`src/rtl/conv_pkg.sv`:
```
`default_nettype none
// ============================================================================
// Module : conv_pkg
// Brief  : Shared types and defaults for the convolver sequencer
// Rev    : 1.0  initial release
// ============================================================================
package conv_pkg;

  // Sequencer states, 2-bit encoding
  typedef enum logic [1:0] {
    IDLE   = 2'd0,
    LOAD_W = 2'd1,
    STREAM = 2'd2,
    DONE   = 2'd3
  } state_t;

  localparam int DEF_KERNEL_SIZE = 3;
  localparam int DEF_IMG_WIDTH   = 28;
  localparam int DEF_IMG_HEIGHT  = 28;

  // Number of full KxK windows (out_valid pulses) in a W x H frame
  function automatic int out_valid_count(input int k, input int w, input int h);
    return (h - k + 1) * (w - k + 1);
  endfunction

endpackage : conv_pkg
`default_nettype wire

```
`src/rtl/raster_counter.sv`:
```
`default_nettype none
// ============================================================================
// Module : raster_counter
// Brief  : Raster-order pixel position tracker. Holds the coordinates of the
//          last accepted pixel and flags the pixel about to be accepted as
//          last-in-frame and/or completing a full KxK window.
// Rev    : 1.0  initial release
// ============================================================================
module raster_counter #(
  parameter int KERNEL_SIZE = 3,
  parameter int IMG_WIDTH   = 28,
  parameter int IMG_HEIGHT  = 28,
  parameter int CNT_W       = 5
) (
  input  logic             clk,
  input  logic             reset,
  input  logic             i_clear,
  input  logic             i_en,
  output logic [CNT_W-1:0] o_col,
  output logic [CNT_W-1:0] o_row,
  output logic             o_last,
  output logic             o_win
);

  localparam logic [CNT_W-1:0] c_last_col = CNT_W'(IMG_WIDTH - 1);
  localparam logic [CNT_W-1:0] c_last_row = CNT_W'(IMG_HEIGHT - 1);
  localparam logic [CNT_W-1:0] c_km1      = CNT_W'(KERNEL_SIZE - 1);

  // Position of the next pixel to be accepted; o_col/o_row lag by one pixel
  logic [CNT_W-1:0] r_ncol;
  logic [CNT_W-1:0] r_nrow;
  logic [CNT_W-1:0] r_col;
  logic [CNT_W-1:0] r_row;

  // Flags describe the pixel currently offered for acceptance
  assign o_last = (r_ncol == c_last_col) && (r_nrow == c_last_row);
  assign o_win  = (r_ncol >= c_km1) && (r_nrow >= c_km1);
  assign o_col  = r_col;
  assign o_row  = r_row;

  // Advance the raster position on each accepted pixel; clear wins over enable
  always_ff @(posedge clk or negedge reset) begin
    if (!reset) begin
      r_ncol <= '0;
      r_nrow <= '0;
      r_col  <= '0;
      r_row  <= '0;
    end else if (i_clear) begin
      r_ncol <= '0;
      r_nrow <= '0;
      r_col  <= '0;
      r_row  <= '0;
    end else if (i_en) begin
      r_col <= r_ncol;
      r_row <= r_nrow;
      if (r_ncol == c_last_col) begin
        r_ncol <= '0;
        r_nrow <= r_nrow + 1'b1;
      end else begin
        r_ncol <= r_ncol + 1'b1;
      end
    end
  end

endmodule : raster_counter
`default_nettype wire

```
`src/rtl/convolver_sequencer.sv`:
```
`default_nettype none
// ============================================================================
// Module : convolver_sequencer
// Brief  : Control FSM for the convolver datapath: loads K*K weights, then
//          streams a W x H frame and flags cycles carrying a full-window MAC.
// Rev    : 1.0  initial release
// ============================================================================
module convolver_sequencer
  import conv_pkg::*;
#(
  parameter int KERNEL_SIZE = DEF_KERNEL_SIZE,
  parameter int IMG_WIDTH   = DEF_IMG_WIDTH,
  parameter int IMG_HEIGHT  = DEF_IMG_HEIGHT,
  parameter int WADDR_W     = $clog2(KERNEL_SIZE * KERNEL_SIZE),
  parameter int CNT_W       = $clog2((IMG_WIDTH > IMG_HEIGHT) ? IMG_WIDTH : IMG_HEIGHT)
) (
  input  logic               clk,
  input  logic               reset,
  input  logic               start,
  input  logic               reuse_weights,
  input  logic               abort,
  input  logic               weight_valid,
  output logic               weight_ready,
  output logic               write_weights,
  output logic [WADDR_W-1:0] weight_addr,
  input  logic               pixel_valid,
  output logic               pixel_ready,
  output logic               kernel_shift,
  output logic               out_valid,
  output logic [CNT_W-1:0]   col,
  output logic [CNT_W-1:0]   row,
  output logic               busy,
  output logic               done
);

  localparam logic [WADDR_W-1:0] c_last_waddr = WADDR_W'(KERNEL_SIZE * KERNEL_SIZE - 1);

  state_t             r_state;
  logic [WADDR_W-1:0] r_wcnt;
  logic               r_out_valid;

  logic w_pix_acc;
  logic w_abort;
  logic w_clear;
  logic w_last;
  logic w_win;

  // Strobes decode from registered state so data presented under abort is still taken
  assign w_pix_acc     = (r_state == STREAM) && pixel_valid;
  assign w_abort       = abort && (r_state != IDLE);
  assign w_clear       = w_abort || (r_state == DONE);

  assign weight_ready  = (r_state == LOAD_W);
  assign write_weights = (r_state == LOAD_W) && weight_valid;
  assign weight_addr   = r_wcnt;
  assign pixel_ready   = (r_state == STREAM);
  assign kernel_shift  = w_pix_acc;
  assign out_valid     = r_out_valid;
  assign busy          = (r_state != IDLE);
  assign done          = (r_state == DONE);

  raster_counter #(
    .KERNEL_SIZE (KERNEL_SIZE),
    .IMG_WIDTH   (IMG_WIDTH),
    .IMG_HEIGHT  (IMG_HEIGHT),
    .CNT_W       (CNT_W)
  ) u_raster (
    .clk     (clk),
    .reset   (reset),
    .i_clear (w_clear),
    .i_en    (w_pix_acc),
    .o_col   (col),
    .o_row   (row),
    .o_last  (w_last),
    .o_win   (w_win)
  );

  // Main sequencer: state, weight address counter and the registered window strobe
  always_ff @(posedge clk or negedge reset) begin
    if (!reset) begin
      r_state     <= IDLE;
      r_wcnt      <= '0;
      r_out_valid <= 1'b0;
    end else begin
      r_out_valid <= w_pix_acc && w_win;
      if (w_abort) begin
        r_state <= IDLE;
        r_wcnt  <= '0;
      end else begin
        case (r_state)
          IDLE: begin
            if (start) begin
              r_state <= reuse_weights ? STREAM : LOAD_W;
            end
          end
          LOAD_W: begin
            if (weight_valid) begin
              if (r_wcnt == c_last_waddr) begin
                r_wcnt  <= '0;
                r_state <= STREAM;
              end else begin
                r_wcnt <= r_wcnt + 1'b1;
              end
            end
          end
          STREAM: begin
            if (w_pix_acc && w_last) begin
              r_state <= DONE;
            end
          end
          DONE: begin
            r_wcnt  <= '0;
            r_state <= IDLE;
          end
          default: r_state <= IDLE;
        endcase
      end
    end
  end

endmodule : convolver_sequencer
`default_nettype wire

```
`config.mk`:
```
export PLATFORM = sky130hd
export DESIGN_NAME = convolver_sequencer
export DESIGN_NICKNAME = d
export VERILOG_FILES = /design/src/rtl/conv_pkg.sv /design/src/rtl/raster_counter.sv /design/src/rtl/convolver_sequencer.sv
export SDC_FILE = /design/constraint.sdc
export NUM_CORES = 1
export LEC_CHECK = 0
export CAP_MARGIN = 30
export CORE_ASPECT_RATIO = 1.5
export CORE_UTILIZATION = 52
export CTS_CLUSTER_DIAMETER = 50
export DETAILED_ROUTE_END_ITERATION = 10
export PLACE_DENSITY = 0.79
export SLEW_MARGIN = 15
export SYNTH_ARGS = -nofsm -noshare
export SYNTH_HDL_FRONTEND = slang
export SYNTH_HIERARCHICAL = 1
export SYNTH_SLANG_ARGS = --single-unit
export TNS_END_PERCENT = 5
```
`constraint.sdc`:
```
create_clock -name clk -period 2.72 [get_ports clk]
set_clock_uncertainty 0.2 [all_clocks]
set_input_delay 0.408 -clock clk [delete_from_list [all_inputs] [get_ports clk]]
set_output_delay 0.408 -clock clk [all_outputs]
set_load 0.01 [all_outputs]
```
# --- Yosys cells after proc, flatten, opt, wreduce, memory -nomap -nowiden ---
# Cells that the tools add are included.
# W data, S select, Z words.
totals:
  register_bits: 27
  latch_bits: 0
  ram_bits: 0
  rom_bits: 0
  in_bits: 7
  n_memories: 0
classes:
  n_addsub: 3
  multipliers: 0
  n_div: 0
  order_cmp: 2
  n_eq_ne: 10
  shifts: 0
  mux: 21
  n_bitwise: 0
  reduce_logical: 16
op_table:
  columns: ["cell", "n"]
  rows:
  - ["$mux W5", 10]
  - ["$mux W2", 6]
  - ["$mux W4", 3]
  - ["$add A5 B1 Y5 const B", 2]
  - ["$eq A5 B5 Y1 const B", 2]
  - ["$ge A5 B2 Y1 const B", 2]
  - ["$pmux W2 S4", 1]
  - ["$pmux W4 S2", 1]
  - ["$logic_and A1 B1 Y1", 7]
  - ["$ne A3 B1 Y1 const B", 2]
  - ["$reduce_bool A2 Y1", 3]
  - ["$add A4 B1 Y4 const B", 1]
  - ["$eq A2 B2 Y1 const B", 2]
  - ["$eq A4 B4 Y1 const B", 1]
  - ["$reduce_and A2 Y1", 2]
  - ["$reduce_and A4 Y1", 1]
  - ["$ne A3 B2 Y1 const B", 1]
  - ["$ne A3 B3 Y1 const B", 1]
  - ["$reduce_bool A3 Y1", 1]
  - ["$eq A2 B1 Y1 const B", 1]
  - ["$logic_not A2 Y1", 1]
  - ["$logic_or A1 B1 Y1", 1]

# --- Logic depth before layout (Yosys ltp) ---
# Gate-level depths: netlist of run 1.
depth:
  word_depth: 6
  mapped_depth: 7
  ltp_nobuf: 7

# --- Modules after synthesis ---
# The synthesis of run 1 kept the hierarchy.
by_module_without_submodules:
  columns: ["mod", "instances", "cells_per_inst", "area_each_um2", "seq_area_each_um2"]
  rows:
  - ["raster_counter", 1, 94, 998.5, 500.5]
  - ["convolver_sequencer", 1, 57, 566.8, 175.2]

# --- Least setup slack after synthesis of run 1 ---
# Ideal clock, no wire load.
synth_timing:
  kind: "register to register"
  from: "reg r_state[0]"
  to: "reg u_raster.r_nrow[3]"
  setup_time_ns: 0.078
  t_arrival_ns: 1.868
  required_ns: 2.442
  path_slack_ns: 0.574
  stages_incl_launch_ff: 8
  n_path_buf: 1
  period_less_slack_ns: 2.146
  cell_sequence: "dfrtp_1 inv_1 ha_1 and2_1 buf_6 nand3_2 or4_1 a21oi_1"
synth_between:
  word_cells_on_any_way: 10
  classes_between: "2 x eq/ne; 1 x mux; 7 x reduce/logical"
synth_rtl:
  columns: ["element", "line_no", "text"]
  rows:
  - ["start, declared", "convolver_sequencer.sv:38", "state_t r_state;"]
  - ["start signal, assigned", "convolver_sequencer.sv:93", "r_state <= reuse_weights ? STREAM : LOAD_W;"]
  - ["$eq A2 B2 Y1", null, null]
  - ["named net pixel_ready", "convolver_sequencer.sv:27", "output logic pixel_ready,"]
  - ["$logic_and A1 B1 Y1", "convolver_sequencer.sv:49", "assign w_pix_acc = (r_state == STREAM) && pixel_valid;"]
  - ["named net kernel_shift", "convolver_sequencer.sv:28", "output logic kernel_shift,"]
  - ["$reduce_bool A2 Y1 (no line)", null, null]
  - ["$reduce_and A2 Y1 (no line)", null, null]
  - ["end signal, assigned", "raster_counter.sv:58", "r_nrow <= r_nrow + 1'b1;"]
  - ["end, declared", "raster_counter.sv:31", "logic [CNT_W-1:0] r_nrow;"]
# The timed path passes the listed nets, and every way through them passes these cells.
# A chain may end at the register's enable or synchronous reset.

# --- Worst setup path in the final report of run 1 ---
layout_timing:
  from: "reg r_state[0]"
  to: "out kernel_shift"
layout_between:
  elab_chain_len: 2
layout_lines:
  columns: ["element", "line_no"]
  rows:
  - ["$eq A2 B2 Y1", "convolver_sequencer.sv:49"]
  - ["$logic_and A1 B1 Y1", "convolver_sequencer.sv:49"]
  - ["end, declared", "convolver_sequencer.sv:28"]
# No other way between the ends.

==> metrics.cfg, run 1 <==
[status]
status=completed

[critical_path]
r2r-start=r_state[0]
endpoint_kind=output port
cp-start-kind=flop
startpoint=r_state[0]
worstSetupPathType=reg2out
cp-endpoint=kernel_shift
ff2ff_path_depth=7
arrival_ns=1.83
worst_ep_required_time_ns=2.11
r2r-end=u_raster/r_nrow[3]
path_max_fanout=5
r2r_slack_ns=0.44

[global_routing]
track_usage=0.235
grt_overflow_total=0
antenna_found_initial=0
grt_pass1_vias=1217
grt_max_degree=28
grt_pass1_wl_um=5530

[power]
leakage_nw=0.837
ir_drop_uv=582
power_density_nw_per_um2=754

[routing]
viasPerCell=5.46
drcViolationCount=0
wl_per_cell_um=15.0
wirelength_um=3290
ant_nets=0
drtIter0Drc=36
vias=1201
drt_first_pass_iters=4

[clocking]
cts_resized=0
cts_sinks=27
post_cts_buffers=0
clkTransAtPathRegs_ns=0.09
htreeDepth=1
root_buffer=clkbuf_8
insertion_delay_ns=0.27
clock_path_buffers=2
cts_tree=built
hold_buffers=0
numCtsBuffers=3

[yosys]
yosysWarnings=6
synth_cell_type_count=41
ys_seq_area_frac=0.432
syn_nets=170
syn_area_um2=1570
synth-seq-cells=27
syn_inst=151
synth_top_area_share=0.432
synth.largest_area_cell=dfrtp_1
ys_top_cells_by_area=dfrtp_1 43%, ha_1 9.6%, mux2i_1 7.0%, nor2_1 3.6%, nand2b_4 2.6%
avgSynthCellArea_um2=10.4

[sta]
grt_setup_unrepaired=no
fin_ws_ns=0.278
setup_tns_ns=0
period_minus_slack_ns=2.44
holdWs_ns=0.296
setup_viol=0
fmax_mhz=410
period_share=0.898
worst_pin_slew_ns=0.333
hold_viol=0
drv_slew=0
slew_headroom=0.778

[placement]
post-dp-hpwl_um=2460
place_congestion=0.740
detailedPlace.worstSlack_ns=0.398
placed_area_um2=1880
port_buffers=27

[floorplan]
rows=24
die_area_um2=3240
ios=28
chipHeight_um=69.2
start_util=0.543
die_x_um=46.8
coreArea_um2=2880

[cells_and_area]
antenna_cells=0
drive_gt1_frac=0.116
fillCellCount=265
nets=201
area_delta_synth_final_pct=23.2
postLayoutCellArea_um2=1930

[job]
cap_viol_max_count=0

[min_path]
hp-class=in2async

[cell families (layout without fill, tap and decap cells)]
logic type | count (synthesis) | count (layout) | share of synthesized area
and+or+nand+nor | 58 | 58 | 0.220
DFF | 27 | 27 | 0.432
muxes | 13 | 13 | 0.0871
buffers and inverters | 14 | 44 | 0.0392
AOI/OAI and AO/OA | 26 | 26 | 0.121
xor gates and xnor gates | 1 | 1 | 0.00560
adders and majority gates | 12 | 12 | 0.0959
[through the flow]
| step | std cells | utilization | power, W |
|---|---|---|---|
| detailed placement | 216 | 0.653 | 0.00124 |
| finish | 220 | 0.669 | 0.00145 |
| global route | 220 | 0.669 | 0.00154 |
| CTS | 220 | 0.669 | 0.00147 |
| global placement | 216 | 0.653 | 0.00120 |
| floorplan | 151 | - | 0.000997 |
[metal layers]
layer  part of all wire  vias to the layer above  global-route usage
li1                   -                      590                   -
met1               0.40                      580               0.274
met2               0.55                       25               0.401
met3              0.030                        6              0.0234
met4              0.026                        0               0.117
met5                  0                        -                   0
[synthesized netlist by cell type]
cell,number
a211oi_1,1
a21oi_1,6
a22oi_1,1
a2bb2oi_1,1
a311oi_1,1
a41oi_1,1
and2_1,3
and2b_2,1
and3_1,1
buf_2,1
buf_6,1
clkbuf_1,2
dfrtp_1,27
ha_1,12
inv_1,10
mux2_2,1
mux2_4,1
mux2i_1,11
nand2_1,10
nand2b_4,3
nand3_1,6
nand3_2,1
nand3b_1,2
nor2_1,15
nor2b_1,2
nor2b_4,1
nor3_1,3
nor4b_1,1
o211ai_2,1
o21a_4,1
o21ai_0,5
o22a_1,1
o22ai_1,1
o31ai_1,5
o31ai_2,1
or2_4,1
or3_1,2
or3b_2,2
or4_1,3
or4_2,1
xnor2_1,1
[report_power, final]
| part | internal (W) | total [W] | switching (W) | leakage (nW) |
|---|---|---|---|---|
| logic | 0.000348 | 0.000705 | 0.000357 | 0.445 |
| registers | 0.000453 | 0.000524 | 0.0000704 | 0.370 |
| clock network | 0.000105 | 0.000224 | 0.000119 | 0.0228 |
| total | 0.000906 | 0.00145 | 0.000547 | 0.837 |
[area by class of cell]
| cell class | instances | area (um^2) | share of cell area |
|---|---|---|---|
| Timing Repair Buffer | 30 | 293 | 0.152 |
| Tap cell | 39 | 48.8 | 0.0253 |
| Clock buffer | 4 | 45.0 | 0.0234 |
| Sequential cell | 27 | 676 | 0.350 |
| Inverter | 10 | 37.5 | 0.0195 |
| Multi-Input combinational cell | 110 | 828 | 0.430 |
[critical path: stages (launching register included)]
cell and delay (ns):
dfrtp_1 0.44, inv_1 0.13, ha_1 0.26, and2_1 0.18, clkdlybuf4s50_1 0.55
[worst min-delay path by stage]
stage | startpoint | to | slack (ns) | cells past startpoint
after floorplan | reset | out_valid | -0.09 | 0
after global placement | u_raster/o_col[4] | u_raster/o_col[4] | 0.30 | 2
after detailed placement | u_raster/o_col[2] | u_raster/o_col[2] | 0.31 | 2
after CTS | reset | u_raster/o_col[1] | 0.31 | 2
after global routing | reset | u_raster/o_row[2] | 0.36 | 2
final | reset | u_raster/o_col[1] | 0.30 | 2
[registers in the layout, summed over array words and instances (netlist names)]
name             cells
u_raster/o_col       5
u_raster/o_row       5
u_raster/r_ncol      5
u_raster/r_nrow      5
weight_addr          4
r_state              2
out_valid            1
[cell usage in the layout (no fill, tap or decap), types with 2 or more instances in the layout]
| cell | n |
|---|---|
| a21oi_1 | 6 |
| and2_1 | 3 |
| buf_4 | 3 |
| clkbuf_8 | 3 |
| clkdlybuf4s50_1 | 27 |
| dfrtp_1 | 27 |
| ha_1 | 12 |
| inv_1 | 10 |
| mux2i_1 | 11 |
| nand2_1 | 10 |
| nand2b_4 | 3 |
| nand3_1 | 6 |
| nand3b_1 | 2 |
| nor2_1 | 15 |
| nor2b_1 | 2 |
| nor3_1 | 3 |
| o21ai_0 | 5 |
| o31ai_1 | 5 |
| or3_1 | 2 |
| or3b_2 | 2 |
| or4_1 | 3 |
(Power assumes the default switching activity.)
==> inputs of run 2 (changes only) <==
--- a/config.mk
+++ b/config.mk
@@ -7,10 +7,12 @@
 export LEC_CHECK = 0
 export CAP_MARGIN = 30
 export CORE_ASPECT_RATIO = 1.5
-export CORE_UTILIZATION = 52
+export CORE_MARGIN = 2
+export CORE_UTILIZATION = 54
+export CTS_BUF_LIST = sky130_fd_sc_hd__clkbuf_2
 export CTS_CLUSTER_DIAMETER = 50
 export DETAILED_ROUTE_END_ITERATION = 10
-export PLACE_DENSITY = 0.79
+export PLACE_DENSITY = 0.82
 export SLEW_MARGIN = 15
 export SYNTH_ARGS = -nofsm -noshare
 export SYNTH_HDL_FRONTEND = slang
==> metrics.cfg, run 2 (synthesis gave the netlist of run 1 again) <==
[clocking]
clkTransAtPathRegs_ns=0.26  ; was 0.09 ns
cts_sinks=27  ; unchanged
cts_tree=built  ; unchanged
cts_resized=1  ; was 0
hold_buffers=0  ; unchanged
numCtsBuffers=3  ; unchanged
clock_path_buffers=2  ; unchanged
root_buffer=clkbuf_2  ; was clkbuf_8
htreeDepth=1  ; unchanged
insertion_delay_ns=0.35  ; was 0.27 ns
post_cts_buffers=0  ; unchanged

[cells_and_area]
final_cell_mix=27 x clkdlybuf4s50_1, 26 x dfrtp_1, 15 x nor2_1  ; was 27 x clkdlybuf4s50_1, 27 x dfrtp_1, 15 x nor2_1
drive_gt1_frac=0.133  ; was 0.116
nets=200  ; was 201
antenna_cells=0  ; unchanged
finalNonFillerCells=217  ; was 220
final_common_cell=clkdlybuf4s50_1
area_delta_synth_final_pct=21.3  ; was 23.2%

[critical_path]
ff2ff_path_depth=6  ; was 7
r2r-start=r_state[0]  ; unchanged
r2r_slack_ns=0.57  ; was 0.44 ns
crit_chain=inv_1 > ha_2 > and2_4 > clkdlybuf4s50_1  ; was inv_1 > ha_1 > and2_1 > clkdlybuf4s50_1
worst-path-buf-inv=2  ; unchanged
path_max_fanout=8  ; was 5
endpoint_kind=output port  ; unchanged
worst-path-stages=4  ; unchanged
cp-start-kind=flop  ; unchanged
max_stage_delay_ns=0.55  ; about the same
crit_slowest_cell=clkdlybuf4s50_1  ; unchanged
worstSetupPathType=reg2out  ; unchanged
worst_ep_required_time_ns=2.11  ; about the same
cpLargestDelayFamily=buffers and inverters  ; unchanged
r2r-end=u_raster/r_nrow[3]  ; unchanged
arrival_ns=1.96  ; was 1.83 ns

[routing]
wirelength_um=3170  ; was 3290 um
drcViolationCount=0  ; unchanged
drt_first_pass_iters=4  ; unchanged
ant_nets=0  ; unchanged
wl_per_cell_um=14.6  ; was 15.0 um
viasPerCell=5.55  ; was 5.46
vias=1204  ; was 1,201
drtIter0Drc=51  ; was 36

[floorplan]
ios=28  ; unchanged
start_util=0.579  ; was 0.543
rows=23  ; was 24
chipHeight_um=69.9  ; was 69.2 um
die_area_um2=3350  ; was 3240 um^2
coreArea_um2=2710  ; was 2880 um^2
die_x_um=48.0  ; was 46.8 um

[sta]
grt_setup_unrepaired=no  ; unchanged
worst_pin_slew_ns=0.348  ; was 0.333 ns
setup_viol=0  ; unchanged
fmax_mhz=390  ; was 410 MHz
drv_slew=0  ; unchanged
slew_headroom=0.768  ; was 0.778
period_share=0.943  ; was 0.898
hold_viol=0  ; unchanged
setup_tns_ns=0  ; unchanged
period_minus_slack_ns=2.57  ; was 2.44 ns

[placement]
place_inst=213  ; was 216
place_congestion=0.791  ; was 0.740
port_buffers=27  ; unchanged
post-dp-hpwl_um=2370  ; was 2460 um

[status]
status=completed  ; unchanged

[global_routing]
antenna_found_initial=0  ; unchanged
track_usage=0.213  ; was 0.235
grt_max_degree=28  ; unchanged
grt_overflow_total=0  ; unchanged
grt_pass1_wl_um=5400  ; was 5530 um
grt_pass1_vias=1206  ; was 1,217

[power]
power_density_nw_per_um2=727  ; was 754 nW/um^2
leakage_nw=0.825  ; was 0.837 nW
ir_drop_uv=453  ; was 582 uV
p_total_w=0.00138  ; was 0.00145 W

[min_path]
hp-class=in2async  ; unchanged

[job]
cap_viol_max_count=0  ; unchanged

run 2: cell count changes in the layout (fill, tap and decap cells not counted), sizes merged:
cell  previous run  this run
buf              3         2
run 2: area by class of cell:
type	count	area (um^2)
tap	37	46.3
timing repair buffer	29	285
multi-input combinational	110	833
fill	233	806
inverter	10	37.5
clock buffer	4	20.0
sequential	27	677
run 2: power by group:
group          switching (W)  internal [W]  total, W  leakage (nW)
logic               0.000352      0.000346  0.000698         0.439
clock network       0.000116     0.0000388  0.000155        0.0166
registers          0.0000733      0.000455  0.000528         0.369
total               0.000541      0.000839   0.00138         0.825
run 2: metal layers:
metal / track usage / share of wire
met2: 0.361 / 0.55
met3: 0.0284 / 0.037
met1: 0.268 / 0.40
met5: 0 / 0
met4: 0.0601 / 0.0066
run 2: through the flow:
stage,setup slack (ns),cell area (um^2),utilization,hold slack [ns]
6_report,0.155,1900,0.702,0.176
5_1_grt,0.0453,1900,0.702,0.182
4_1_cts,0.0549,1890,0.700,0.185
3_5_place_dp,0.312,1870,0.692,0.316
3_3_place_gp,0.323,1870,0.692,0.302
2_1_floorplan,0.574,1570,-,-0.0876
run 2: worst max-delay path by stage:
stage	endpoint	slack, ns	from
2_1_floorplan	u_raster/r_nrow[3]	0.57	r_state[0]
3_3_place_gp	kernel_shift	0.32	pixel_valid
3_5_place_dp	kernel_shift	0.31	pixel_valid
4_1_cts	kernel_shift	0.05	r_state[0]
5_1_grt	kernel_shift	0.05	r_state[0]
6_report	kernel_shift	0.15	r_state[0]
==> inputs of run 3 (changes only) <==
--- a/config.mk
+++ b/config.mk
@@ -11,6 +11,7 @@
 export CORE_UTILIZATION = 54
 export CTS_BUF_LIST = sky130_fd_sc_hd__clkbuf_2
 export CTS_CLUSTER_DIAMETER = 50
+export CTS_CLUSTER_SIZE = 8
 export DETAILED_ROUTE_END_ITERATION = 10
 export PLACE_DENSITY = 0.82
 export SLEW_MARGIN = 15
==> results of run 3 <==
Same layout as run 2: the final DEF is identical, and so are final timing and power.
